`config.mk`:
```
export PLATFORM = sky130hd
export DESIGN_NAME = mem_access_unit
export DESIGN_NICKNAME = d
export VERILOG_FILES = /design/src/rtl/mem_access_unit_pkg.sv /design/src/rtl/mem_lane_align.sv /design/src/rtl/mem_access_unit.sv
export SDC_FILE = /design/constraint.sdc
export NUM_CORES = 1
export LEC_CHECK = 0
export ABC_AREA = 0
export BUFFER_PORTS_ARGS = -buffer_cell sky130_fd_sc_hd__buf_2
export CORE_MARGIN = 5
export CORE_UTILIZATION = 52
export CTS_CLUSTER_SIZE = 16
export DETAILED_ROUTE_END_ITERATION = 7
export GPL_TIMING_DRIVEN = 1
export PLACE_DENSITY_LB_ADDON = 0.08
export SETUP_SLACK_MARGIN = 0.02
export SLEW_MARGIN = 5
export SYNTH_ARGS = -nofsm -noshare
export SYNTH_HDL_FRONTEND = slang
export SYNTH_SLANG_ARGS = --single-unit
```
`constraint.sdc`:
```
create_clock -name clk -period 2.13 [get_ports clk]
set_clock_uncertainty 0.1 [all_clocks]
set_input_delay 0.426 -clock clk [delete_from_list [all_inputs] [get_ports clk]]
set_output_delay 0.426 -clock clk [all_outputs]
set_load 0.01 [all_outputs]
```
`src/rtl/mem_access_unit_pkg.sv`:
```
// ============================================================================
// Module  : mem_access_unit_pkg
// Purpose : Shared size encodings, FSM state type and alignment helper.
// Rev     : 1.0  initial release
// ============================================================================
`default_nettype none

package mem_access_unit_pkg;

    localparam logic [1:0] SZ_B   = 2'b00;
    localparam logic [1:0] SZ_H   = 2'b01;
    localparam logic [1:0] SZ_W   = 2'b10;
    localparam logic [1:0] SZ_RSV = 2'b11;

    typedef enum logic [2:0] {
        ST_IDLE   = 3'd0,
        ST_RD     = 3'd1,
        ST_WR     = 3'd2,
        ST_RMW_RD = 3'd3,
        ST_RMW_WR = 3'd4,
        ST_RESP   = 3'd5
    } state_t;

    // Reserved size is folded in here so the top needs only one error term.
    function automatic logic size_misaligned(input logic [1:0] size, input logic [1:0] off);
        logic bad;
        bad = 1'b0;
        case (size)
            SZ_H:    bad = off[0];
            SZ_W:    bad = (off != 2'b00);
            SZ_RSV:  bad = 1'b1;
            default: bad = 1'b0;
        endcase
        return bad;
    endfunction

endpackage

`default_nettype wire

```
`src/rtl/mem_lane_align.sv`:
```
// ============================================================================
// Module  : mem_lane_align
// Purpose : Little-endian lane extract/extend for loads and lane merge for stores.
// Rev     : 1.0  initial release
// ============================================================================
`default_nettype none

module mem_lane_align
    import mem_access_unit_pkg::*;
(
    input  logic [31:0] word_i,
    input  logic [1:0]  off_i,
    input  logic [1:0]  size_i,
    input  logic        unsigned_i,
    input  logic [31:0] wdata_i,
    output logic [31:0] load_o,
    output logic [31:0] store_o
);

    logic [7:0]  lane_b;
    logic [15:0] lane_h;

    always_comb begin
        lane_b  = word_i[7:0];
        lane_h  = word_i[15:0];
        load_o  = word_i;
        store_o = word_i;
        case (size_i)
            SZ_B: begin
                case (off_i)
                    2'd0: begin lane_b = word_i[7:0];   store_o[7:0]   = wdata_i[7:0]; end
                    2'd1: begin lane_b = word_i[15:8];  store_o[15:8]  = wdata_i[7:0]; end
                    2'd2: begin lane_b = word_i[23:16]; store_o[23:16] = wdata_i[7:0]; end
                    default: begin lane_b = word_i[31:24]; store_o[31:24] = wdata_i[7:0]; end
                endcase
                load_o = {{24{lane_b[7] & ~unsigned_i}}, lane_b};
            end
            SZ_H: begin
                if (off_i[1]) begin
                    lane_h         = word_i[31:16];
                    store_o[31:16] = wdata_i[15:0];
                end else begin
                    lane_h         = word_i[15:0];
                    store_o[15:0]  = wdata_i[15:0];
                end
                load_o = {{16{lane_h[15] & ~unsigned_i}}, lane_h};
            end
            SZ_W: begin
                store_o = wdata_i;
            end
            default: begin
                load_o  = word_i;
                store_o = word_i;
            end
        endcase
    end

endmodule

`default_nettype wire

```
`src/rtl/mem_access_unit.sv`:
```
// ============================================================================
// Module  : mem_access_unit
// Purpose : Single-outstanding load/store controller for a word-addressed RAM.
// Rev     : 1.0  initial release
// ============================================================================
`default_nettype none

module mem_access_unit
    import mem_access_unit_pkg::*;
#(
    parameter int ADDR_W = 16,
    parameter int DATA_W = 32
) (
    input  logic              clk,
    input  logic              rst_n,
    input  logic              req_valid,
    output logic              req_ready,
    input  logic              req_we,
    input  logic [1:0]        req_size,
    input  logic              req_unsigned,
    input  logic [31:0]       req_addr,
    input  logic [31:0]       req_wdata,
    output logic              resp_valid,
    input  logic              resp_ready,
    output logic [31:0]       resp_rdata,
    output logic              resp_err,
    output logic [ADDR_W-1:0] ram_address,
    output logic [DATA_W-1:0] ram_data_input,
    output logic              ram_write_enable,
    output logic              ram_read_enable,
    input  logic [DATA_W-1:0] ram_data_output
);

    state_t              state_q, state_d;
    logic [1:0]          size_q, size_d;
    logic                uns_q, uns_d;
    logic [1:0]          off_q, off_d;
    logic [31:0]         wdata_q, wdata_d;
    logic [31:0]         rdata_q, rdata_d;
    logic                err_q, err_d;
    logic [ADDR_W-1:0]   addr_q, addr_d;
    logic [DATA_W-1:0]   ram_wdata_q, ram_wdata_d;
    logic                ram_we_q, ram_we_d;
    logic                ram_re_q, ram_re_d;

    logic                req_bad;
    logic [31:0]         load_word;
    logic [31:0]         merge_word;

    assign req_bad = size_misaligned(req_size, req_addr[1:0]) | (|req_addr[31:ADDR_W+2]);

    mem_lane_align u_align (
        .word_i     (ram_data_output),
        .off_i      (off_q),
        .size_i     (size_q),
        .unsigned_i (uns_q),
        .wdata_i    (wdata_q),
        .load_o     (load_word),
        .store_o    (merge_word)
    );

    always_ff @(posedge clk or negedge rst_n) begin
        if (!rst_n) begin
            state_q     <= ST_IDLE;
            size_q      <= '0;
            uns_q       <= 1'b0;
            off_q       <= '0;
            wdata_q     <= '0;
            rdata_q     <= '0;
            err_q       <= 1'b0;
            addr_q      <= '0;
            ram_wdata_q <= '0;
            ram_we_q    <= 1'b0;
            ram_re_q    <= 1'b0;
        end else begin
            state_q     <= state_d;
            size_q      <= size_d;
            uns_q       <= uns_d;
            off_q       <= off_d;
            wdata_q     <= wdata_d;
            rdata_q     <= rdata_d;
            err_q       <= err_d;
            addr_q      <= addr_d;
            ram_wdata_q <= ram_wdata_d;
            ram_we_q    <= ram_we_d;
            ram_re_q    <= ram_re_d;
        end
    end

    // Strobes default low each cycle; they are raised on the edge entering
    // the state that owns them, so each is exactly one cycle wide.
    always_comb begin
        state_d     = state_q;
        size_d      = size_q;
        uns_d       = uns_q;
        off_d       = off_q;
        wdata_d     = wdata_q;
        rdata_d     = rdata_q;
        err_d       = err_q;
        addr_d      = addr_q;
        ram_wdata_d = ram_wdata_q;
        ram_we_d    = 1'b0;
        ram_re_d    = 1'b0;
        case (state_q)
            ST_IDLE: begin
                if (req_valid) begin
                    size_d  = req_size;
                    uns_d   = req_unsigned;
                    off_d   = req_addr[1:0];
                    wdata_d = req_wdata;
                    rdata_d = '0;
                    err_d   = req_bad;
                    if (req_bad) begin
                        state_d = ST_RESP;
                    end else begin
                        addr_d = req_addr[ADDR_W+1:2];
                        if (!req_we) begin
                            state_d  = ST_RD;
                            ram_re_d = 1'b1;
                        end else if (req_size == SZ_W) begin
                            state_d     = ST_WR;
                            ram_we_d    = 1'b1;
                            ram_wdata_d = req_wdata;
                        end else begin
                            state_d  = ST_RMW_RD;
                            ram_re_d = 1'b1;
                        end
                    end
                end
            end
            ST_RD: begin
                rdata_d = load_word;
                state_d = ST_RESP;
            end
            ST_WR: begin
                state_d = ST_RESP;
            end
            ST_RMW_RD: begin
                ram_wdata_d = merge_word;
                ram_we_d    = 1'b1;
                state_d     = ST_RMW_WR;
            end
            ST_RMW_WR: begin
                state_d = ST_RESP;
            end
            ST_RESP: begin
                if (resp_ready) begin
                    state_d = ST_IDLE;
                end
            end
            default: begin
                state_d = ST_IDLE;
            end
        endcase
    end

    assign req_ready        = (state_q == ST_IDLE);
    assign resp_valid       = (state_q == ST_RESP);
    assign resp_rdata       = rdata_q;
    assign resp_err         = err_q;
    assign ram_address      = addr_q;
    assign ram_data_input   = ram_wdata_q;
    assign ram_write_enable = ram_we_q;
    assign ram_read_enable  = ram_re_q;

endmodule

`default_nettype wire

```
### Yosys cells after proc, flatten, opt, wreduce, memory -nomap -nowiden

Index checks and enable logic that the tools add are counted.

| cells by class | value |
|---|---|
| equal/unequal tests | 17 |
| multiplexer cells | 36 |
| bitwise gates (word level) | 5 |
| reductions and logical operators | 14 |

Operators with widths:

| operator | number |
|---|---|
| 32-bit one-hot mux with 2 select lines | 3 |
| 32-bit 2-to-1 mux | 5 |
| 32-bit one-hot mux with 3 select lines | 1 |
| 16-bit 2-to-1 mux | 4 |
| 8-bit 2-to-1 mux | 5 |
| 8-bit one-hot mux with 3 select lines | 1 |
| 14-bit OR reduction | 1 |
| 3-bit one-hot mux with 4 select lines | 1 |
| 1-bit 2-to-1 mux | 10 |
| 3-bit 2-to-1 mux | 3 |
| 2-bit == test, second input constant | 4 |
| 2-bit by 1-bit == test with 1-bit output, second input constant | 3 |
| 3-bit by 2-bit == test with 1-bit output, second input constant | 2 |
| 3-bit == test, second input constant | 2 |
| 2-bit by 1-bit != test with 1-bit output, second input constant | 3 |
| 2-bit AND reduction | 3 |
| 2-bit nonzero test | 3 |
| 3-bit OR reduction | 2 |
| 5-bit AND reduction | 1 |
| 2-bit zero test | 2 |
| 2-bit != test, second input constant | 2 |
| 3-bit by 1-bit == test with 1-bit output, second input constant | 1 |
| 3-bit zero test | 1 |
| 1-bit one-hot mux with 3 select lines | 1 |
| 6 further kinds | 8 |

| storage, ports and cells | value |
|---|---|
| bits in registers | 123 |
| input bits | 104 |
| output and inout bits | 85 |
| word-level logic and storage cells | 83 |

### Depth between registers and ports, before layout

| logic depth | value |
|---|---|
| word-level depth | 6 |
| gate-level depth with buffers | 8 |
| mapped depth without buffers | 5 |

### Cells and area by module

Synthesis repeated with hierarchy kept, for this count alone.

| unflattened totals | value |
|---|---|
| cells, all modules | 724 |
| area total of the unflattened synthesis | 6774.0 µm² |

Modules (own cells, without submodules):

| module | instances | cells each | area an instance (µm²) | sequential area each (µm²) |
|---|---|---|---|---|
| mem_access_unit | 1 | 491 | 5118.7 | 3078.0 |
| mem_lane_align | 1 | 233 | 1655.3 | 0.0 |

### Worst setup path after synthesis

No wires, ideal clock.

| timing path | value |
|---|---|
| path kind | input -> register |
| start point | input req_addr[18] |
| end point | register addr_q[3], in the netlist ram_address[3] |
| setup time | 125 ps |
| arrival time | 1819 ps |
| required time | 1905 ps |
| setup slack | 86 ps |
| cell stages on the path | 7 |
| path buffers | 2 |
| cells stage by stage | nor4_1 > o211ai_2 > nor2_1 > and2_1 > buf_4 > buf_4 > mux2_2 |

| between the ends | value |
|---|---|
| longest elaborated chain between the ends | 4 |

RTL lines:

| what | RTL line | text |
|---|---|---|
| from (decl) | mem_access_unit.sv:21 | `input logic [31:0] req_addr,` |
| 14-bit OR reduction | mem_access_unit.sv:50 | `assign req_bad = size_misaligned(req_size, req_addr[1:0]) \| (\|req_addr[31:ADDR_W+2]);` |
| 1-bit OR | mem_access_unit.sv:50 |  |
| 1-bit inverter (no line) | - |  |
| 3-bit AND reduction (no line) | - |  |
| to (signal assigned) | mem_access_unit.sv:83 | `addr_q <= addr_d;` |
| to (decl) | mem_access_unit.sv:41 | `logic [ADDR_W-1:0] addr_q, addr_d;` |

No other way between the ends.
A chain may end at the register's enable or synchronous reset.

### Worst setup path in the final report

| timing path | value |
|---|---|
| start point | register state_q[1] |
| end point | register rdata_q[18], in the netlist resp_rdata[18] |

| between the ends | value |
|---|---|
| longest elaborated chain between the ends | 3 |
| elaborated cells on any way between the ends | 6 |
| classes of those cells | eq/ne: 2; mux: 1; reduce/logical: 3 |

RTL lines:

| what | RTL line | text |
|---|---|---|
| from (decl) | mem_access_unit.sv:34 | `state_t state_q, state_d;` |
| from (signal assigned) | mem_access_unit.sv:76 | `state_q <= state_d;` |
| 3-bit by 1-bit == test with 1-bit output or 3-bit zero test (tied branches) | mem_access_unit.sv:104 | `case (state_q)` |
| 2-bit nonzero test (no line) or 2-bit != test (tied branches) | - |  |
| 2-bit AND reduction (no line) | - |  |
| to (signal assigned) | mem_access_unit.sv:81 | `rdata_q <= rdata_d;` |
| to (decl) | mem_access_unit.sv:39 | `logic [31:0] rdata_q, rdata_d;` |

Parallel ways exist; a longest one is shown, timed or not.

==> results.md <==
- The flow ran to the end, and the final reports show no timing, DRC or antenna violations.
- The HPWL reported at the end of detailed placement is approximately 15000 um.
- In this run the horizontal extent of the chip is 120.7 um.
- The net count after synthesis is just over 700.
- The total count of max-transition violations in the final report is 0.
- The type of origin of the critical path is a flop.
- The count of vias placed by the detailed router is ~5900.
- For this run, the leading register cell type out of synthesis is sky130_fd_sc_hd__dfrtp_1.
- Of the synthesized area, sequential elements account for 48.26%.
- After synthesis, the largest area contributor takes up 48.26% of total cell area.
- The endpoint class of the critical path is a flop.
- The final-layout worst hold slack is 140.7 ps.
- Data on the critical path arrives at its endpoint at 2270 ps.
- The share of post-route cells with drive strength above 1 is 41.67%.
- Setup violations remaining at the end of the flow were counted as 0.
- The data required time of the worst path is 2380 ps.
- The critical path start-end classification is reg2reg.
- The standard-cell row count is 40.
- The largest net degree at the start of global routing is between 40 and 50.
- In the post-synthesis netlist, the biggest area contributors are sky130_fd_sc_hd__dfrtp_1 48%, sky130_fd_sc_hd__mux2_2 9.5%, sky130_fd_sc_hd__mux2i_1 4.6%.
- Dividing total power by cell area gives a power density of 1265 nW/um^2.
- Timing would allow up to between 400 and 500 MHz.
- The shortest period the worst path allows is 2017 ps.
- The synthesis-to-layout area growth is 31.21%.
- The largest single stage delay on the critical path is 510 ps.
- The final instance area is 8368 sq um.
- TritonCTS built the clock tree.
- The standard cell area after detailed placement is ~7700 sq um.
- The number of hold violations in the final report is 0.
- From bottom edge to top edge, the die measures between 100 and 150 um.
- The maximum fanout count along the critical path is 16.
- Clock-pin slew was measured on the worst setup and hold paths at 60 ps.
- The biggest area contributor in the post-synthesis netlist is sky130_fd_sc_hd__dfrtp_1.
- Among cell families on the critical path, the largest total delay comes from compound AO/OA/AOI/OAI gates.
- The number of DRC violations after detailed-routing iteration 0 is 581.
- The class of the worst hold path is in2reg.
- The average cell area after synthesis is 10.58 sq um.
- The number of clock sinks is 123.
- The slew at the pin closest to its max-slew limit is about 570 ps.
- For this run, the number of Yosys warnings is 0.
- At the end of routability-driven placement, the weighted congestion stood at 0.8817.
- The core area is around 12000 sq um.
- Once layout is complete, the utilization of the core stands at a little over two thirds.
- Counting flops with a built-in enable in the synthesized netlist gives 0.
- The portion of the clock cycle consumed by the worst path in the final layout is 94.71%.
- In this run the deepest clock path goes through 2 buffers.
- The total die area is 14580 sq um.
- The clock insertion delay at the later pin of the skew report is approximately 420 ps.
- The first global-routing pass estimated 31750 um of wire.
- The total wirelength of the detailed-routed design is 19830 um.
- The number of buffers created by CTS is 17.
- Setup repair after global routing left no endpoint under its margin.
- The total power is 0.01058 W.
- Traced cell by cell, the critical path runs through buf_4 -> or3b_1 -> a2111oi_4 -> buf_12 -> a221o_1.
- The cell leakage power is slightly above 4 nW.
- In this run the cell area of the synthesized design comes to 6377 sq um.
- The initial antenna violation count is 0.
- In this run the tool buffered the top-level ports with 188 buffer cells.
- The number of ports placed on the die boundary is about 190.
- The DRC violation count after routing is 0.
- Counting instances in the post-synthesis netlist gives the leading cell types as 123 x sky130_fd_sc_hd__dfrtp_1, 62 x sky130_fd_sc_hd__nand2_1, 54 x sky130_fd_sc_hd__mux2_2.
- The per-cell routed wire length is approximately 20 um.
- The global-route total usage across every layer is between 20% and 30%.
- The headroom to the max-slew limit is between 60% and 70%.
- The clock root buffer master is sky130_fd_sc_hd__clkbuf_16.
- The most repeated cell in the gate-level netlist after synthesis is sky130_fd_sc_hd__dfrtp_1.
- The async set-or-reset flop fraction in the synthesized netlist is 100.0%.
- The synthesized flop and latch total is between 100 and 150.
- The final layout contains 907 nets.
- The count of H-tree levels built during CTS is 4.
- After technology mapping, the gate count stands at 603.
- The via count of the first global-routing pass came to 5903.
- Counting distinct cell types in the post-synthesis netlist gives 52.
- Across the VDD grid, the largest voltage drop is 0.6726 mV.
- For this configuration, the core starts out at a cell density of 53.09%.
- Before antenna repair, the detailed router went through 6 iterations.
- In the routed layout, each cell is associated on average with a via count of ~6.2.
- The critical-path cell with the highest stage delay is sky130_fd_sc_hd__or3b_1.
- The count of nets left with antenna violations once routing finished came out at 0.
- The setup TNS after final layout is 0 ps.
- The max-capacitance violation count is 0.
- Global routing finished with a remaining overflow of 0.
- The number of buffer and inverter stages on the critical path is 2.
[metrics by stage]
step	cells	setup slack [ps]
finish	964	112.8
global route	963	33.73
CTS	958	39.28
detailed placement	925	-86.73
global placement	925	-16.08
floorplan	603	85.94
[metal layers]
metal	up-vias	global-route usage, %	wire length (um)
met2	349	42.51	9219
met4	0	10.98	476
met3	46	7.624	1927
met5	-	0	0
met1	2859	38.35	8203
li1	2690	-	-
[cells in the final DEF (no fill, tap or decap), types with 22 or more instances in the layout]
master and instances:
sky130_fd_sc_hd__buf_2 187, sky130_fd_sc_hd__buf_4 35, sky130_fd_sc_hd__dfrtp_1 121, sky130_fd_sc_hd__mux2_2 54, sky130_fd_sc_hd__mux2i_1 29, sky130_fd_sc_hd__nand2_1 61
sky130_fd_sc_hd__nand3_1 22, sky130_fd_sc_hd__o21ai_0 45
[worst paths after layout]
path                               start              to  slack [ps]  cells after the start
setup / recovery              state_q[1]  resp_rdata[18]         110                      5
hold / removal             req_wdata[30]     wdata_q[30]         140                      3
setup reg to reg              state_q[1]  resp_rdata[18]         110                      5
hold reg to reg            resp_rdata[4]   resp_rdata[4]         370                      2
max in group asynchronous          rst_n        resp_err         940                      3
min in group asynchronous          rst_n        off_q[1]         400                      2
[where the power goes]
part / leakage [nW] / switching, W / internal, W
clock network: 0.311 / 0.000997 / 0.00208
logic: 2.26 / 0.00210 / 0.00183
registers: 1.55 / 0.000614 / 0.00297
[final cells by class]
cell class / instances / area [sq um]
antenna: 1 / 2.502
clock buffer: 25 / 495.5
clock inverter: 7 / 135.1
fill: 915 / 3643
inverter: 7 / 30.03
multi-input combinational: 421 / 3032
sequential: 123 / 3080
tap: 147 / 183.9
timing repair buffer: 233 / 1409
[cell families (layout without fill, tap and decap cells)]
logic type,count (synthesis),count (layout),share of synthesized area [%]
multiplexers,84,84,14.50
flip-flops,123,123,48.26
other,0,1,0
AND/OR/NAND/NOR,150,150,11.48
AO/OA/AOI/OAI,187,187,21.19
buffers and inverters,59,272,4.571
[registers in the layout (all words and copies together), names as in the netlist]
signal	cells
size_q	2
off_q	2
ram_address	16
uns_q	1
ram_data_input	32
state_q	3
ram_write_enable	1
wdata_q	32
ram_read_enable	1
resp_rdata	32
resp_err	1
[worst reg2reg max path: cells and delay by family, from the launching register on]
kind / cells / cell delay (ps)
compound gates: 2 / 560
flops: 1 / 440
buf+inv: 2 / 350
simple gates: 1 / 510
[timing repair]
item	in CTS	in global routing
endpoints found under the hold margin	25	0
resized for setup	0	9
endpoints found under the setup margin	0	39
setup buffers	0	5
hold buffers	1	0
Note: power is estimated with default switching activity, not from simulation.
